==> config.mk <==
export PLATFORM = sky130hd
export DESIGN_NAME = j2_stack_state
export DESIGN_NICKNAME = d
export VERILOG_FILES = /design/src/rtl/j2_stack_state.sv
export SDC_FILE = /design/constraint.sdc
export NUM_CORES = 1
export LEC_CHECK = 0
export BUFFER_PORTS_ARGS = -buffer_cell sky130_fd_sc_hd__buf_4
export CAP_MARGIN = 20
export CORE_ASPECT_RATIO = 0.9
export CORE_MARGIN = 5
export CORE_UTILIZATION = 60
export DETAILED_ROUTE_END_ITERATION = 16
export GPL_TIMING_DRIVEN = 1
export PLACE_DENSITY = 0.9
export RECOVER_POWER = 50
export SLEW_MARGIN = 40
export SYNTH_ARGS = -nofsm -noshare
export SYNTH_HDL_FRONTEND = slang
export SYNTH_SLANG_ARGS = --single-unit
==> constraint.sdc <==
create_clock -name clk -period 4.1 [get_ports clk]
set_clock_uncertainty 0.05 [all_clocks]
set_input_delay 0.41 -clock clk [delete_from_list [all_inputs] [get_ports clk]]
set_output_delay 0.41 -clock clk [all_outputs]
set_load 0.02 [all_outputs]
==> src/rtl/j2_stack_state.sv <==
// j2 architectural state: PC, T register, data/return stacks, pointers,
// occupancy counters and sticky stack-fault flags. Commits ALU next-state on ce.
module j2_stack_state #(
  parameter int WIDTH    = 16,
  parameter int DEPTH    = 4,
  parameter int PC_WIDTH = 13
) (
  input  logic                clk,
  input  logic                resetq,
  input  logic                ce,
  input  logic [PC_WIDTH-1:0] program_counter_next_value,
  input  logic [WIDTH-1:0]    data_stack_next_value,
  input  logic [DEPTH-1:0]    data_stack_next_write_position,
  input  logic                data_stack_next_write,
  input  logic [DEPTH-1:0]    return_stack_next_write_position,
  input  logic                return_stack_next_write,
  input  logic [WIDTH-1:0]    return_stack_write_data,
  input  logic                clear_faults,
  output logic [PC_WIDTH-1:0] program_counter,
  output logic [DEPTH-1:0]    data_stack_read_position,
  output logic [WIDTH-1:0]    data_stack_current_top,
  output logic [WIDTH-1:0]    data_stack_current_next_top,
  output logic [DEPTH-1:0]    return_stack_read_position,
  output logic [WIDTH-1:0]    return_stack_current_top,
  output logic [DEPTH:0]      data_stack_depth,
  output logic                data_overflow,
  output logic                data_underflow,
  output logic                return_overflow,
  output logic                return_underflow
);
  localparam int ENTRIES = 2 ** DEPTH;
  localparam int NSTK    = 2;

  logic [WIDTH-1:0] data_stack   [ENTRIES];
  logic [WIDTH-1:0] return_stack [ENTRIES];

  logic [NSTK-1:0][DEPTH-1:0] cur_pos, nxt_pos;
  logic [NSTK-1:0][DEPTH:0]   occ;
  logic [NSTK-1:0]            ovf_flag, unf_flag;

  always_ff @(posedge clk or negedge resetq) begin
    if (!resetq) begin
      program_counter            <= '0;
      data_stack_read_position   <= '0;
      return_stack_read_position <= '0;
      data_stack_current_top     <= '0;
    end else if (ce) begin
      program_counter            <= program_counter_next_value;
      data_stack_read_position   <= data_stack_next_write_position;
      return_stack_read_position <= return_stack_next_write_position;
      data_stack_current_top     <= data_stack_next_value;
    end
  end

  // Arrays carry no reset; writes are blocked while reset is held.
  always_ff @(posedge clk) begin
    if (ce && resetq) begin
      if (data_stack_next_write)
        data_stack[data_stack_next_write_position] <= data_stack_current_top;
      if (return_stack_next_write)
        return_stack[return_stack_next_write_position] <= return_stack_write_data;
    end
  end

  assign data_stack_current_next_top = data_stack[data_stack_read_position];
  assign return_stack_current_top    = return_stack[return_stack_read_position];

  assign cur_pos[0] = data_stack_read_position;
  assign nxt_pos[0] = data_stack_next_write_position;
  assign cur_pos[1] = return_stack_read_position;
  assign nxt_pos[1] = return_stack_next_write_position;

  // Per-stack occupancy: pointer movement read as a signed step, count
  // saturates at ENTRIES and clamps at 0, raising the sticky flags.
  for (genvar s = 0; s < NSTK; s++) begin : g_occ
    logic signed [DEPTH-1:0] delta;
    logic [DEPTH+1:0]        sum;
    logic [DEPTH:0]          cnt;
    logic                    ovf, unf, ovf_q, unf_q;

    always_comb begin
      delta = nxt_pos[s] - cur_pos[s];
      sum   = {1'b0, cnt} + {{2{delta[DEPTH-1]}}, delta};
      unf   = sum[DEPTH+1];
      ovf   = !sum[DEPTH+1] && (sum[DEPTH:0] > {1'b1, {DEPTH{1'b0}}});
    end

    always_ff @(posedge clk or negedge resetq) begin
      if (!resetq) begin
        cnt   <= '0;
        ovf_q <= 1'b0;
        unf_q <= 1'b0;
      end else if (ce) begin
        cnt   <= ovf ? {1'b1, {DEPTH{1'b0}}} : (unf ? '0 : sum[DEPTH:0]);
        ovf_q <= ovf | (ovf_q & ~clear_faults);
        unf_q <= unf | (unf_q & ~clear_faults);
      end
    end

    assign occ[s]      = cnt;
    assign ovf_flag[s] = ovf_q;
    assign unf_flag[s] = unf_q;
  end

  assign data_stack_depth = occ[0];
  assign data_overflow    = ovf_flag[0];
  assign data_underflow   = unf_flag[0];
  assign return_overflow  = ovf_flag[1];
  assign return_underflow = unf_flag[1];

endmodule

### Word-level counts from Yosys, hierarchy flattened

Memory sizes are Yosys's and may differ from the RTL's.
Cells that the tools add are included.

| storage, ports and cells | value |
|---|---|
| bits in registers | 51 |
| bits in latches | 0 |
| memory bits (writable) | 512 |
| memory bits (read-only) | 0 |
| input port bits | 59 |
| output and inout port bits | 78 |
| word-level logic and storage cells | 42 |
| memories kept | 2 |

Memories:

| name | words | bits a word | read ports | clocked after memory_dff | write ports | line | text |
|---|---|---|---|---|---|---|---|
| data_stack | 16 | 16 | 1 | 0 | 1 | 34 | `logic [WIDTH-1:0] data_stack [ENTRIES];` |
| return_stack | 16 | 16 | 1 | 0 | 1 | 35 | `logic [WIDTH-1:0] return_stack [ENTRIES];` |

| operators by class | value |
|---|---|
| $add $sub $neg | 4 |
| multiply operators | 0 |
| divide/modulo/power cells | 0 |
| $lt $le $gt $ge | 2 |
| eq/ne operators | 0 |
| shift operators | 0 |
| multiplexer cells | 10 |
| bitwise gates (word level) | 9 |
| reduce and logical (&&, ||, !) cells | 5 |

Operator list:

| operator | number |
|---|---|
| 2-to-1 mux 5 bit | 4 |
| adder 5 x 6 -> 6 bit | 2 |
| greater-than comparator 5 bit (second input constant) | 2 |
| subtractor 4 bit | 2 |
| 2-to-1 mux 1 bit | 6 |
| AND 1 bit | 4 |
| OR 1 bit | 4 |
| logical AND 1 bit | 3 |
| zero test 1 bit | 2 |
| inverter 1 bit | 1 |

### Logic depth before layout (Yosys ltp)

| logic depth | value |
|---|---|
| depth after elaboration | 5 |
| mapped depth | 14 |
| gate-level depth less buffers | 12 |

### Least setup slack after synthesis

OpenSTA, ideal clock, no wires.

| timing path | value |
|---|---|
| kind | reg-to-reg |
| from | register data_stack_read_position[2] |
| to | register g_occ[0].cnt[1], in the netlist data_stack_depth[1] |
| library setup time | 0.083 ns |
| data arrival time | 3.137 ns |
| required time | 3.967 ns |
| path slack | 0.830 ns |
| cell stages (with the launch flop) | 15 |
| path buffers | 2 |
| clock period less this slack | 3.270 ns |
| path through | dfrtp_1 buf_2 buf_2 inv_1 ha_1 a21o_1 a31oi_1 xnor2_1 inv_1 ha_1 nor2_1 a21oi_1 xor2_1 or3b_2 o22ai_1 |

| between the ends | value |
|---|---|
| cells in the longest elaborated chain, start to end | 5 |
| elaborated cells between the ends (all ways) | 7 |
| classes of those cells | 2 x add/sub; 1 x order compare; 2 x mux; 2 x reduce/logical |

RTL lines:

| element | line | text |
|---|---|---|
| start: declaration | 20 | `output logic [DEPTH-1:0] data_stack_read_position,` |
| start signal: assignment | 49 | `data_stack_read_position <= data_stack_next_write_position;` |
| subtractor 4 bit * | 82 | `delta = nxt_pos[s] - cur_pos[s];` |
| adder 5 x 6 -> 6 bit * | 83 | `sum = {1'b0, cnt} + {{2{delta[DEPTH-1]}}, delta};` |
| greater-than comparator 5 bit or zero test 1 bit (tied branches) | 85 | `ovf = !sum[DEPTH+1] && (sum[DEPTH:0] > {1'b1, {DEPTH{1'b0}}});` |
| logical AND 1 bit | 85 |  |
| 2-to-1 mux 5 bit * | 94 | `cnt <= ovf ? {1'b1, {DEPTH{1'b0}}} : (unf ? '0 : sum[DEPTH:0]);` |
| end signal: assignment | 94 |  |
| end: declaration | 78 | `logic [DEPTH:0] cnt;` |

Every way passes the cells marked *; elsewhere a longest branch is shown, timed or not.
A chain may end at the register's enable or synchronous reset.

### Final worst setup path

| timing path | value |
|---|---|
| from | register data_stack_read_position[0] |
| to | output port data_stack_current_next_top[11] |

| between the ends | value |
|---|---|
| cells in the longest elaborated chain, start to end | 1 |

RTL lines:

| element | line | text |
|---|---|---|
| memory read (16 x 16 bit) | -- |  |
| end: declaration | 22 | `output logic [WIDTH-1:0] data_stack_current_next_top,` |

No other way between the ends.

==> flow_metrics.env <==
export IMPL_gr_usage_met1_pct=30.5
export IMPL_start_util_pct=60.7
export IMPL_dp_hpwl_mm=25.9
export IMPL_ir_worst_vdd_uv=507
export IMPL_hp_class="in2reg"
export IMPL_rows=66
export IMPL_synth_area_leaders="edfxtp_1 (70%), mux4_2 (16%), dfrtp_1 (5.8%)"
export IMPL_fillers=2059
export IMPL_cts_tree="yes"
export IMPL_syn_to_final_growth_pct=16.6
export IMPL_layout_drive_gt1_share_pct=36.2
export IMPL_postRouteWirelength_mm=47.8
export IMPL_fin_crit_sh_pct=81.9
export IMPL_dieArea_um2=40600
export IMPL_synth_seq_area_share_pct=75.8
export IMPL_synthesis_nets=1052
export IMPL_cts_num_sinks=563
export IMPL_fmax_mhz=298
export IMPL_grt_ovfl_total=0
export IMPL_cts_max_level=2
export IMPL_via_count=10600
export IMPL_cp_end_kind="output port"
export IMPL_dr_first_iter_drc_count=983
export IMPL_grt_total_usage_pct=24.1
export IMPL_power_density_nw_per_um2=508
export IMPL_p_leak_nw=8.62
export IMPL_fp_coreArea_um2=36200
export IMPL_setup_violations=0
export IMPL_ys_warn_count=0
export IMPL_grt_pass1_vias=11400
export IMPL_synth_common_cells="edfxtp_1 (512), mux4_2 (158), dfrtp_1 (51)"
export IMPL_drt_vias_per_instance=6.25
export IMPL_dr_pass1_iters=5
export IMPL_cts_buffer_depth=3
export IMPL_slew_headroom_pct=-22.5
export IMPL_holdPathStages=2
export IMPL_tightest_slew_ns=1.84
export IMPL_grt_start_max_net_pins=67
export IMPL_die_w_um=212
export IMPL_hold_start="program_counter_next_value[6]"
export IMPL_worstSetupStartpointType="flip-flop"
export IMPL_antenna_found_initial=3
export IMPL_synth_area_um2=22000
export IMPL_crit_start="data_stack_read_position[0]"
export IMPL_p_total_mw=13.0
export IMPL_clk_pin_slew_ns=0.06
export IMPL_synth_area_leader_cell="edfxtp_1"
export IMPL_cp_data_arrival_time_ns=2.90
export IMPL_regArea_um2=16700
export IMPL_slew_violations=69
export IMPL_busiest_layer="met2"
export IMPL_synth_most_common_cell="edfxtp_1"
export IMPL_ant_nets=0
export IMPL_grt_setup_unrepaired="no"
export IMPL_synth_top_area_share_pct=70.0
export IMPL_reg2reg_from="data_stack_read_position[0]"
export IMPL_cap_viol_max_count=2
export IMPL_root_buffer="clkbuf_16"
export IMPL_die_h_um=192
export IMPL_ys_types=31
export IMPL_drc_errors=0
export IMPL_timing_hold_ws_ns=0.0272
export IMPL_io_buffer_count=136
export IMPL_nNetsFinal=1265
export IMPL_synthArstFlopShare_pct=9.06
export IMPL_fin_crit_ns=3.36
export IMPL_grt_pass1_wl_mm=71.5
export IMPL_io_pins=137
export IMPL_use_met3_pct=3.74
export IMPL_violations="capacitance limit, slew limit"
export IMPL_worst_ep_required_time_ns=3.64
export IMPL_met2_usage_pct=44.0
export IMPL_crit_type="reg2out"
export IMPL_synth_seq_cells=563
export IMPL_rr_worst_depth=9
export IMPL_final_util_pct=70.8
export IMPL_place_gp_congestion=0.803
export IMPL_synth_edf_count=512
export IMPL_multi_input_area_um2=4990
export IMPL_yosys_most_used_dff="edfxtp_1"
export IMPL_clk_latency_ns=0.58
export IMPL_setup_tns_ns=0
export IMPL_cts_buffers=54
export IMPL_status="finished with violations"
export IMPL_synth_cells=973
export IMPL_hold_viol_final=0
export IMPL_synth_avg_cell_area_um2=22.6
export IMPL_avgRoutedWirePerCell_um=28.0
export IMPL_crit_fanout=36
[logic make-up (layout without fill, tap and decap cells)]
| logic type | after synthesis | after routing | synth area share (%) |
|---|---|---|---|
| mux | 193 | 193 | 18.1 |
| xor+xnor | 14 | 14 | 0.558 |
| compound gates | 32 | 32 | 0.928 |
| other cells | 0 | 1 | 0 |
| fa+ha+maj | 20 | 20 | 1.28 |
| buf+inv | 72 | 327 | 1.70 |
| simple gates | 79 | 79 | 1.63 |
| flops | 563 | 563 | 75.8 |
[stage by stage]
step | std cells | setup WS [ns] | cell area, µm²
3_3_place_gp | 1583 | 1.21 | 23700
3_5_place_dp | 1583 | 1.07 | 23700
5_1_grt | 1704 | 0.558 | 25600
4_1_cts | 1703 | 0.664 | 25700
2_1_floorplan | 973 | 0.830 | 22000
6_report | 1705 | 0.741 | 25600
[registers in the layout (all words and copies together), names as in the netlist, 4 cells and up]
register and flops:
return_stack 256, g_occ.cnt 5, data_stack_current_top 16, data_stack_depth 5, data_stack_read_position 4, return_stack_read_position 4
program_counter 13, data_stack 256
[timing repair]
| action | CTS | global route |
|---|---|---|
| setup buffers | 0 | 0 |
| hold buffers | 22 | 1 |
| gates resized for setup | 0 | 0 |
| endpoints found under the hold margin | 26 | 1 |
[worst max-delay path, stage by stage, from the launching register on]
cell and delay (ns):
dfrtp_4 0.45, buf_4 0.57, mux4_2 0.60, mux4_2 0.49, buf_4 0.18
[layout make-up]
type | count | share of cell area, %
antenna | 1 | 0.00977
clock buffer | 63 | 5.48
clock inverter | 35 | 1.39
inverter | 27 | 0.396
multi-input combinational | 338 | 19.5
sequential | 563 | 65.0
tap | 476 | 2.32
timing repair buffer | 202 | 5.90
[power breakdown]
part,internal [mW],total (mW),switching [mW]
Combinational,0.715,1.53,0.811
Clock,2.84,4.93,2.09
Sequential,6.42,6.55,0.136
Total,9.97,13.0,3.04
[cells in the final DEF (no fill, tap or decap), types with 7 or more instances in the layout]
cell type and n:
inv_1 27, edfxtp_1 512, clkinv_1 8, clkbuf_16 54
xnor2_1 7, ha_1 16, nand2_1 23, mux4_2 158
nor3_2 8, nor2_1 31, a21oi_1 7, o21ai_0 7
dfrtp_1 47, clkbuf_1 28, mux2_2 32, xor2_1 7
buf_4 153, clkinv_2 12, dlygate4sd3_1 23
[routing by layer]
layer	wire length, µm	vias to the layer above	share of wire (%)
li1	-	4475	-
met1	17200	5619	36
met2	26500	472	55
met3	3150	77	6.6
met4	963	6	2.0
met5	40	-	0.084
[final timing paths]
| path | endpoint | slack, ns |
|---|---|---|
| worst max-delay path | data_stack_current_next_top[11] | 0.74 |
| worst min-delay path | program_counter[6] | 0.03 |
| worst max register to register | data_stack_depth[2] | 1.12 |
| worst min register to register | return_overflow | 0.46 |
| max in group asynchronous | data_stack_read_position[0] | 2.05 |
| min in group asynchronous | return_stack_read_position[2] | 0.22 |
Note: power is estimated with default switching activity, not from simulation.
